`src/rtl/add_num_c1_wr_arbiter_if.sv`:
```
// Bundle of the requester-side write handshake and the CCI-P c1 TX/RX fields
// that the add-number AFU write arbiter sits between.
interface add_num_c1_wr_arbiter_if #(
  parameter int NUM_REQ = 2,
  parameter int ADDR_W  = 42,
  parameter int DATA_W  = 512
);
  logic [NUM_REQ-1:0]        req_valid;
  logic [NUM_REQ-1:0]        req_ready;
  logic [NUM_REQ*ADDR_W-1:0] req_addr;
  logic [NUM_REQ*DATA_W-1:0] req_data;
  logic                      c1_alm_full;
  logic                      c1_valid;
  logic [ADDR_W-1:0]         c1_addr;
  logic                      c1_sop;
  logic [15:0]               c1_mdata;
  logic [DATA_W-1:0]         c1_data;
  logic                      c1_rsp_valid;
  logic [15:0]               c1_rsp_mdata;
  logic [NUM_REQ-1:0]        req_done;
  logic [7:0]                outstanding;
  logic                      rsp_err;

  modport slave (
    input  req_valid, req_addr, req_data, c1_alm_full, c1_rsp_valid, c1_rsp_mdata,
    output req_ready, c1_valid, c1_addr, c1_sop, c1_mdata, c1_data,
           req_done, outstanding, rsp_err
  );

  modport master (
    output req_valid, req_addr, req_data, c1_alm_full, c1_rsp_valid, c1_rsp_mdata,
    input  req_ready, c1_valid, c1_addr, c1_sop, c1_mdata, c1_data,
           req_done, outstanding, rsp_err
  );
endinterface

```
`src/rtl/add_num_c1_wr_arbiter.sv`:
```
// Round-robin arbiter sharing the CCI-P c1 write channel among NUM_REQ requesters.
// Define ADD_NUM_C1_WR_ARB_STATS_EN to add per-requester issue and stall counters.
module add_num_c1_wr_arbiter #(
  parameter int NUM_REQ         = 2,
  parameter int ADDR_W          = 42,
  parameter int DATA_W          = 512,
  parameter int MAX_OUTSTANDING = 16
) (
  input  logic                    clk,
  input  logic                    reset,
  add_num_c1_wr_arbiter_if.slave  bus
`ifdef ADD_NUM_C1_WR_ARB_STATS_EN
  ,
  output logic [NUM_REQ*32-1:0]   stat_issued,
  output logic [31:0]             stat_stall
`endif
);

  localparam int IDX_W = $clog2(NUM_REQ);

  logic [IDX_W-1:0]   ptr_r;
  logic [IDX_W-1:0]   grant_s;
  logic               grant_vld_s;
  logic               can_issue_s;
  logic [NUM_REQ-1:0] ready_s;
  logic               accept_s;
  logic               rsp_bad_s;
  logic               rsp_ok_s;
  logic [IDX_W-1:0]   rsp_idx_s;
  int                 idx_s;

  logic               c1_valid_r;
  logic [ADDR_W-1:0]  c1_addr_r;
  logic [DATA_W-1:0]  c1_data_r;
  logic [15:0]        c1_mdata_r;
  logic               c1_sop_r;
  logic [NUM_REQ-1:0] req_done_r;
  logic [7:0]         outstanding_r;
  logic               rsp_err_r;

  // Round-robin grant: walk offsets downward so the valid requester closest to ptr wins.
  always_comb begin
    grant_s     = '0;
    grant_vld_s = 1'b0;
    idx_s       = 0;
    for (int k = NUM_REQ - 1; k >= 0; k--) begin
      idx_s = int'(ptr_r) + k;
      if (idx_s >= NUM_REQ) begin
        idx_s = idx_s - NUM_REQ;
      end else begin
        idx_s = idx_s;
      end
      if (bus.req_valid[idx_s]) begin
        grant_s     = IDX_W'(idx_s);
        grant_vld_s = 1'b1;
      end else begin
        grant_vld_s = grant_vld_s;
      end
    end
  end

  assign can_issue_s = !bus.c1_alm_full && (outstanding_r < 8'(MAX_OUTSTANDING));

  // One-hot ready to the granted requester, suppressed while reset is asserted.
  always_comb begin
    ready_s = '0;
    if (!reset && can_issue_s && grant_vld_s) begin
      ready_s[grant_s] = 1'b1;
    end else begin
      ready_s = '0;
    end
  end

  assign accept_s  = |ready_s;
  assign rsp_idx_s = bus.c1_rsp_mdata[IDX_W-1:0];
  // Any mdata beyond the requester range is bad, including nonzero upper bits.
  assign rsp_bad_s = bus.c1_rsp_valid &&
                     ((bus.c1_rsp_mdata >= 16'(NUM_REQ)) || (outstanding_r == 8'd0));
  assign rsp_ok_s  = bus.c1_rsp_valid && !rsp_bad_s;

  // c1 TX register stage and round-robin pointer update.
  always_ff @(posedge clk or posedge reset) begin
    if (reset) begin
      c1_valid_r <= 1'b0;
      c1_addr_r  <= '0;
      c1_data_r  <= '0;
      c1_mdata_r <= 16'd0;
      c1_sop_r   <= 1'b0;
      ptr_r      <= '0;
    end else if (accept_s) begin
      c1_valid_r <= 1'b1;
      c1_addr_r  <= bus.req_addr[grant_s*ADDR_W +: ADDR_W];
      c1_data_r  <= bus.req_data[grant_s*DATA_W +: DATA_W];
      c1_mdata_r <= 16'(grant_s);
      c1_sop_r   <= 1'b1;
      ptr_r      <= (grant_s == IDX_W'(NUM_REQ - 1)) ? '0 : grant_s + IDX_W'(1);
    end else begin
      c1_valid_r <= 1'b0;
    end
  end

  // Outstanding-write counter, completion pulses and sticky response error.
  always_ff @(posedge clk or posedge reset) begin
    if (reset) begin
      outstanding_r <= 8'd0;
      req_done_r    <= '0;
      rsp_err_r     <= 1'b0;
    end else begin
      case ({accept_s, rsp_ok_s})
        2'b10:   outstanding_r <= outstanding_r + 8'd1;
        2'b01:   outstanding_r <= outstanding_r - 8'd1;
        default: outstanding_r <= outstanding_r;
      endcase
      req_done_r <= '0;
      if (rsp_ok_s) begin
        req_done_r[rsp_idx_s] <= 1'b1;
      end
      if (rsp_bad_s) begin
        rsp_err_r <= 1'b1;
      end
    end
  end

  assign bus.req_ready   = ready_s;
  assign bus.c1_valid    = c1_valid_r;
  assign bus.c1_addr     = c1_addr_r;
  assign bus.c1_data     = c1_data_r;
  assign bus.c1_mdata    = c1_mdata_r;
  assign bus.c1_sop      = c1_sop_r;
  assign bus.req_done    = req_done_r;
  assign bus.outstanding = outstanding_r;
  assign bus.rsp_err     = rsp_err_r;

`ifdef ADD_NUM_C1_WR_ARB_STATS_EN
  logic [31:0] issued_cnt_r [NUM_REQ];
  logic [31:0] stall_cnt_r;

  // Free-running wrap-around statistics.
  always_ff @(posedge clk or posedge reset) begin
    if (reset) begin
      for (int i = 0; i < NUM_REQ; i++) begin
        issued_cnt_r[i] <= 32'd0;
      end
      stall_cnt_r <= 32'd0;
    end else begin
      if (accept_s) begin
        issued_cnt_r[grant_s] <= issued_cnt_r[grant_s] + 32'd1;
      end
      if ((|bus.req_valid) && !accept_s) begin
        stall_cnt_r <= stall_cnt_r + 32'd1;
      end
    end
  end

  for (genvar g = 0; g < NUM_REQ; g++) begin : g_stat
    assign stat_issued[g*32 +: 32] = issued_cnt_r[g];
  end
  assign stat_stall = stall_cnt_r;
`endif

endmodule

```
`src/flat_wrapper.sv`:
```
// flat-port wrapper written by rule: the top's interface ports become plain ports
module add_num_c1_wr_arbiter_flat 
#(
  parameter int NUM_REQ         = 2,
  parameter int ADDR_W          = 42,
  parameter int DATA_W          = 512,
  parameter int MAX_OUTSTANDING = 16
)
  (clk, reset, bus_req_valid, bus_req_addr, bus_req_data, bus_c1_alm_full, bus_c1_rsp_valid, bus_c1_rsp_mdata, bus_req_ready, bus_c1_valid, bus_c1_addr, bus_c1_sop, bus_c1_mdata, bus_c1_data, bus_req_done, bus_outstanding, bus_rsp_err);
  add_num_c1_wr_arbiter_if #(.NUM_REQ(NUM_REQ), .ADDR_W(ADDR_W), .DATA_W(DATA_W)) bus_i ();
  input  logic clk;
  input  logic reset;
  input wire logic [$bits(bus_i.req_valid)-1:0] bus_req_valid;
  input wire logic [$bits(bus_i.req_addr)-1:0] bus_req_addr;
  input wire logic [$bits(bus_i.req_data)-1:0] bus_req_data;
  input wire logic [$bits(bus_i.c1_alm_full)-1:0] bus_c1_alm_full;
  input wire logic [$bits(bus_i.c1_rsp_valid)-1:0] bus_c1_rsp_valid;
  input wire logic [$bits(bus_i.c1_rsp_mdata)-1:0] bus_c1_rsp_mdata;
  output wire logic [$bits(bus_i.req_ready)-1:0] bus_req_ready;
  output wire logic [$bits(bus_i.c1_valid)-1:0] bus_c1_valid;
  output wire logic [$bits(bus_i.c1_addr)-1:0] bus_c1_addr;
  output wire logic [$bits(bus_i.c1_sop)-1:0] bus_c1_sop;
  output wire logic [$bits(bus_i.c1_mdata)-1:0] bus_c1_mdata;
  output wire logic [$bits(bus_i.c1_data)-1:0] bus_c1_data;
  output wire logic [$bits(bus_i.req_done)-1:0] bus_req_done;
  output wire logic [$bits(bus_i.outstanding)-1:0] bus_outstanding;
  output wire logic [$bits(bus_i.rsp_err)-1:0] bus_rsp_err;
  assign bus_i.req_valid = bus_req_valid;
  assign bus_i.req_addr = bus_req_addr;
  assign bus_i.req_data = bus_req_data;
  assign bus_i.c1_alm_full = bus_c1_alm_full;
  assign bus_i.c1_rsp_valid = bus_c1_rsp_valid;
  assign bus_i.c1_rsp_mdata = bus_c1_rsp_mdata;
  assign bus_req_ready = bus_i.req_ready;
  assign bus_c1_valid = bus_i.c1_valid;
  assign bus_c1_addr = bus_i.c1_addr;
  assign bus_c1_sop = bus_i.c1_sop;
  assign bus_c1_mdata = bus_i.c1_mdata;
  assign bus_c1_data = bus_i.c1_data;
  assign bus_req_done = bus_i.req_done;
  assign bus_outstanding = bus_i.outstanding;
  assign bus_rsp_err = bus_i.rsp_err;
  add_num_c1_wr_arbiter #(.NUM_REQ(NUM_REQ), .ADDR_W(ADDR_W), .DATA_W(DATA_W), .MAX_OUTSTANDING(MAX_OUTSTANDING)) u_core (.clk(clk), .reset(reset), .bus(bus_i));
endmodule
```
`config.mk`:
```
export PLATFORM = sky130hd
export DESIGN_NAME = add_num_c1_wr_arbiter_flat
export DESIGN_NICKNAME = d
export VERILOG_FILES = /design/src/rtl/add_num_c1_wr_arbiter_if.sv /design/src/rtl/add_num_c1_wr_arbiter.sv /design/src/flat_wrapper.sv
export SDC_FILE = /design/constraint.sdc
export NUM_CORES = 1
export LEC_CHECK = 0
export ABC_AREA = 1
export BUFFER_PORTS_ARGS = -buffer_cell sky130_fd_sc_hd__buf_4
export CORE_AREA = 2 2 672 674
export DETAILED_ROUTE_END_ITERATION = 6
export DIE_AREA = 0 0 674 676
export GPL_TIMING_DRIVEN = 0
export SLEW_MARGIN = 20
export SYNTH_ARGS = -nofsm -noshare
export SYNTH_HDL_FRONTEND = slang
export SYNTH_SLANG_ARGS = --single-unit
```
`constraint.sdc`:
```
create_clock -name clk -period 32 [get_ports clk]
set_input_delay 6.4 -clock clk [delete_from_list [all_inputs] [get_ports clk]]
set_output_delay 6.4 -clock clk [all_outputs]
set_load 0.01 [all_outputs]
```
==> impl_metrics.tcl <==
set metrics [dict create \
    outcome "finished, final reports clean" \
    worstPathMaxFanout 12 \
    dieArea_um2 455600 \
    syn_area_um2 28780 \
    area_delta_synth_final_pct 81.75 \
    crit_buf_inv 5 \
    synth_seq_cells 569 \
    worstPathArrival_ns 9.33 \
    htree_num_levels 3 \
    multi_input_area_um2 13050 \
    drt_wl_total_mm 366.8 \
    clock_path_buffers 4 \
    dpl.hpwl_mm 327.0 \
    power.share.switching 0.4401 \
    drtAntennaViolNets 0 \
    port-buffer-count 1699 \
    nets 7225 \
    fillCellCount 52410 \
    cts-root-buf "clkbuf_16" \
    critPathMaxStageDelay_ns 0.65 \
    maxSlewHeadroom 0.3087 \
    p_sw_mw 1.794 \
    ys_seq_area_frac 0.4947 \
    netlist_instances 4281 \
    dr.pass1.iters 5 \
    p_per_area_nw_per_um2 77.94 \
    async_flop_share 1.000 \
    globalplace.congestion 1.026 \
    avgSynthCellArea_um2 6.723 \
    vdd_drop_max_uv 40.10 \
    core_um2 447800 \
    yosysTopAreaCell "dfrtp_1" \
    synth_warnings 0 \
    crit_family "buffers and inverters" \
    tightest_slew_ns 1.034 \
    synth_edf_count 0 \
    grt_max_degree 93 \
    vias 37640 \
    post_drt_via_cell_ratio 3.086 \
    finalCriticalPeriod_ns 15.73 \
    pre_cts_ws_ns 16.01 \
    cts_setup_buffers 0 \
    grt_usage 0.1534 \
    crit_path_cell_trace "buf_4 > nand2_1 > nand2_1 > inv_2 > buf_2 > buf_2 > nor2_1 > buf_4" \
    hold_ws_ns 0.4748 \
    grt_pass1_wl_mm 434.5 \
    hold_class "reg2reg" \
    post_cts_resized 0 \
    final-setup-viol-count 0 \
    comb_power_share 0.455 \
    regArea_um2 14240 \
    wire_per_inst_um 30.07 \
    cts_buffers 84 \
    synthTopCellsByArea "dfrtp_1 (49%), nand2_1 (44%), buf_2 (3.2%), buf_4 (1.5%), inv_1 (0.31%)" \
    post_route_cells_drive_above_1_share 0.3403 \
    required_ns 25.60 \
    grt-ovfl-total 0 \
    p_leak_nw 28.05 \
    drv_slew 0 \
    grt_setup_unrepaired "no" \
    num_rows 246 \
    cts_tree "built" \
    synth_ff_type "dfrtp_1" \
    synth_top_area_frac 0.4947 \
    dp_cells 11950 \
    ios 1715 \
    seqPwrFrac 0.297 \
    cts.sinks 569 \
    final_cells 12200 \
    die_y_um 676 \
    synth_cell_types 25 \
    drtIter0Drc 3453 \
    cap_violations 0 \
    final.setup.worst_slack_ns 16.27 \
    placed_area_um2 49250 \
    internal-power_mw 2.282 \
    fmax_ghz 0.06357 \
    first_global_vias 34740 \
    synth_commonest_cells "nand2_1 (3364), dfrtp_1 (569), buf_2 (184)" \
    drc_errors 0 \
    clk_latency_ns 0.82 \
    end_kind "output port" \
    clk_pin_slew_worst_paths_ns 0.06 \
    start_util 0.06427 \
    setup.worst_path.start_class "primary input" \
    pwr-share-clk 0.248 \
    fin_area_um2 52310 \
    cts_hold_buffers 0 \
    antenna_found_initial 352 \
    final-hold-violation-count 0 \
    synth_most_common_cell "nand2_1" \
    dieWidth_um 674 \
    clock_skew_ns 0.04175 \
    worst-setup-path-type "in2out" \
    slowest_stage "inv_2" \
    fin_crit_sh 0.4916 \
]
## worst register-to-register path: cells and delay by family (launching register included)
family / cells / cell delay (ns)
buf+inv: 4 / 2.05
flops: 1 / 0.33
simple gates: 6 / 1.53
## final timing paths
check                                                      end                            from  depth (start not counted)  slack, ns
max                                           bus_req_ready[0]                bus_req_valid[0]                          8      16.27
min                             u_core.bus.rsp_err$_DFFE_PP0P_  u_core.bus.rsp_err$_DFFE_PP0P_                          2       0.47
max reg2reg                u_core.bus.c1_data[485]$_DFFE_PP0P_        u_core.ptr_r$_DFFE_PP0P_                         10      27.99
min reg2reg                     u_core.bus.rsp_err$_DFFE_PP0P_  u_core.bus.rsp_err$_DFFE_PP0P_                          2       0.47
max in group asynchronous  u_core.bus.c1_data[399]$_DFFE_PP0P_                           reset                          5      24.39
min in group asynchronous  u_core.bus.c1_data[192]$_DFFE_PP0P_                           reset                          2       5.63
## logic make-up (layout without fill, tap and decap cells)
family          count (synthesis)  after routing  synth area share
compound gates                 10             10          0.001782
xor+xnor                        2              2         0.0006087
flops                         569            569            0.4947
simple gates                 3405           3405            0.4452
fa+ha+maj                       8              8          0.003739
other cells                     1            115         0.0001303
buf+inv                       286           2136           0.05386
## metal layers
metal / vias up / part of all wire / GRT usage / routed length (µm)
met3: 948 / 0.12 / 0.08026 / 43970
met5: - / 0.0046 / 0.006208 / 1703
met2: 2341 / 0.47 / 0.2575 / 172600
met1: 17640 / 0.35 / 0.1592 / 129600
met4: 230 / 0.051 / 0.06561 / 18890
li1: 16480 / - / - / -
## flip-flops by register name, summed over array words and instances, names as in the netlist
name	cells
u_core.bus.c1_valid	1
u_core.bus.c1_addr	42
u_core.ptr_r	1
u_core.bus.outstanding	8
u_core.bus.c1_data	512
u_core.bus.c1_mdata	1
u_core.bus.req_done	2
u_core.bus.rsp_err	1
u_core.bus.c1_sop	1
## area by class of cell
| type | instances | share of cell area |
|---|---|---|
| Clock buffer | 101 | 0.04255 |
| Tap cell | 5952 | 0.1424 |
| Inverter | 26 | 0.002057 |
| Timing Repair Buffer | 1706 | 0.2475 |
| Buffer | 260 | 0.02782 |
| Multi-Input combinational cell | 3440 | 0.2495 |
| Antenna cell | 100 | 0.004784 |
| Sequential cell | 569 | 0.2722 |
| Clock inverter | 43 | 0.01122 |
## power groups by stage
stage	Combinational, mW	Sequential (mW)	Clock [mW]
detailed placement	1.88	1.21	0
global route	1.97	1.24	1.06
CTS	1.88	1.20	1.04
floorplan	0.507	1.32	0
finish	1.85	1.21	1.01
global placement	1.87	1.21	0
## metrics by stage
step           setup TNS (ns)  power, mW    util
3_3_place_gp           -94.75      3.077  0.1095
5_1_grt                     0      4.265  0.1166
4_1_cts                     0      4.131  0.1162
6_report                    0      4.077  0.1168
2_1_floorplan               0      1.825       -
3_5_place_dp                0      3.087  0.1100
## cells in the final DEF (no fill, tap or decap), drive strengths merged, types with 2 or more instances in the layout
cell,n
conb,15
dfrtp,569
bufinv,11
or2,2
inv,32
o21ai,4
clkbuf,115
clkinvlp,2
diode,100
clkinv,24
ha,7
nand3,11
nor2,23
nand2,3365
buf,1952
a21oi,5
Note: power is estimated with default switching activity, not from simulation.
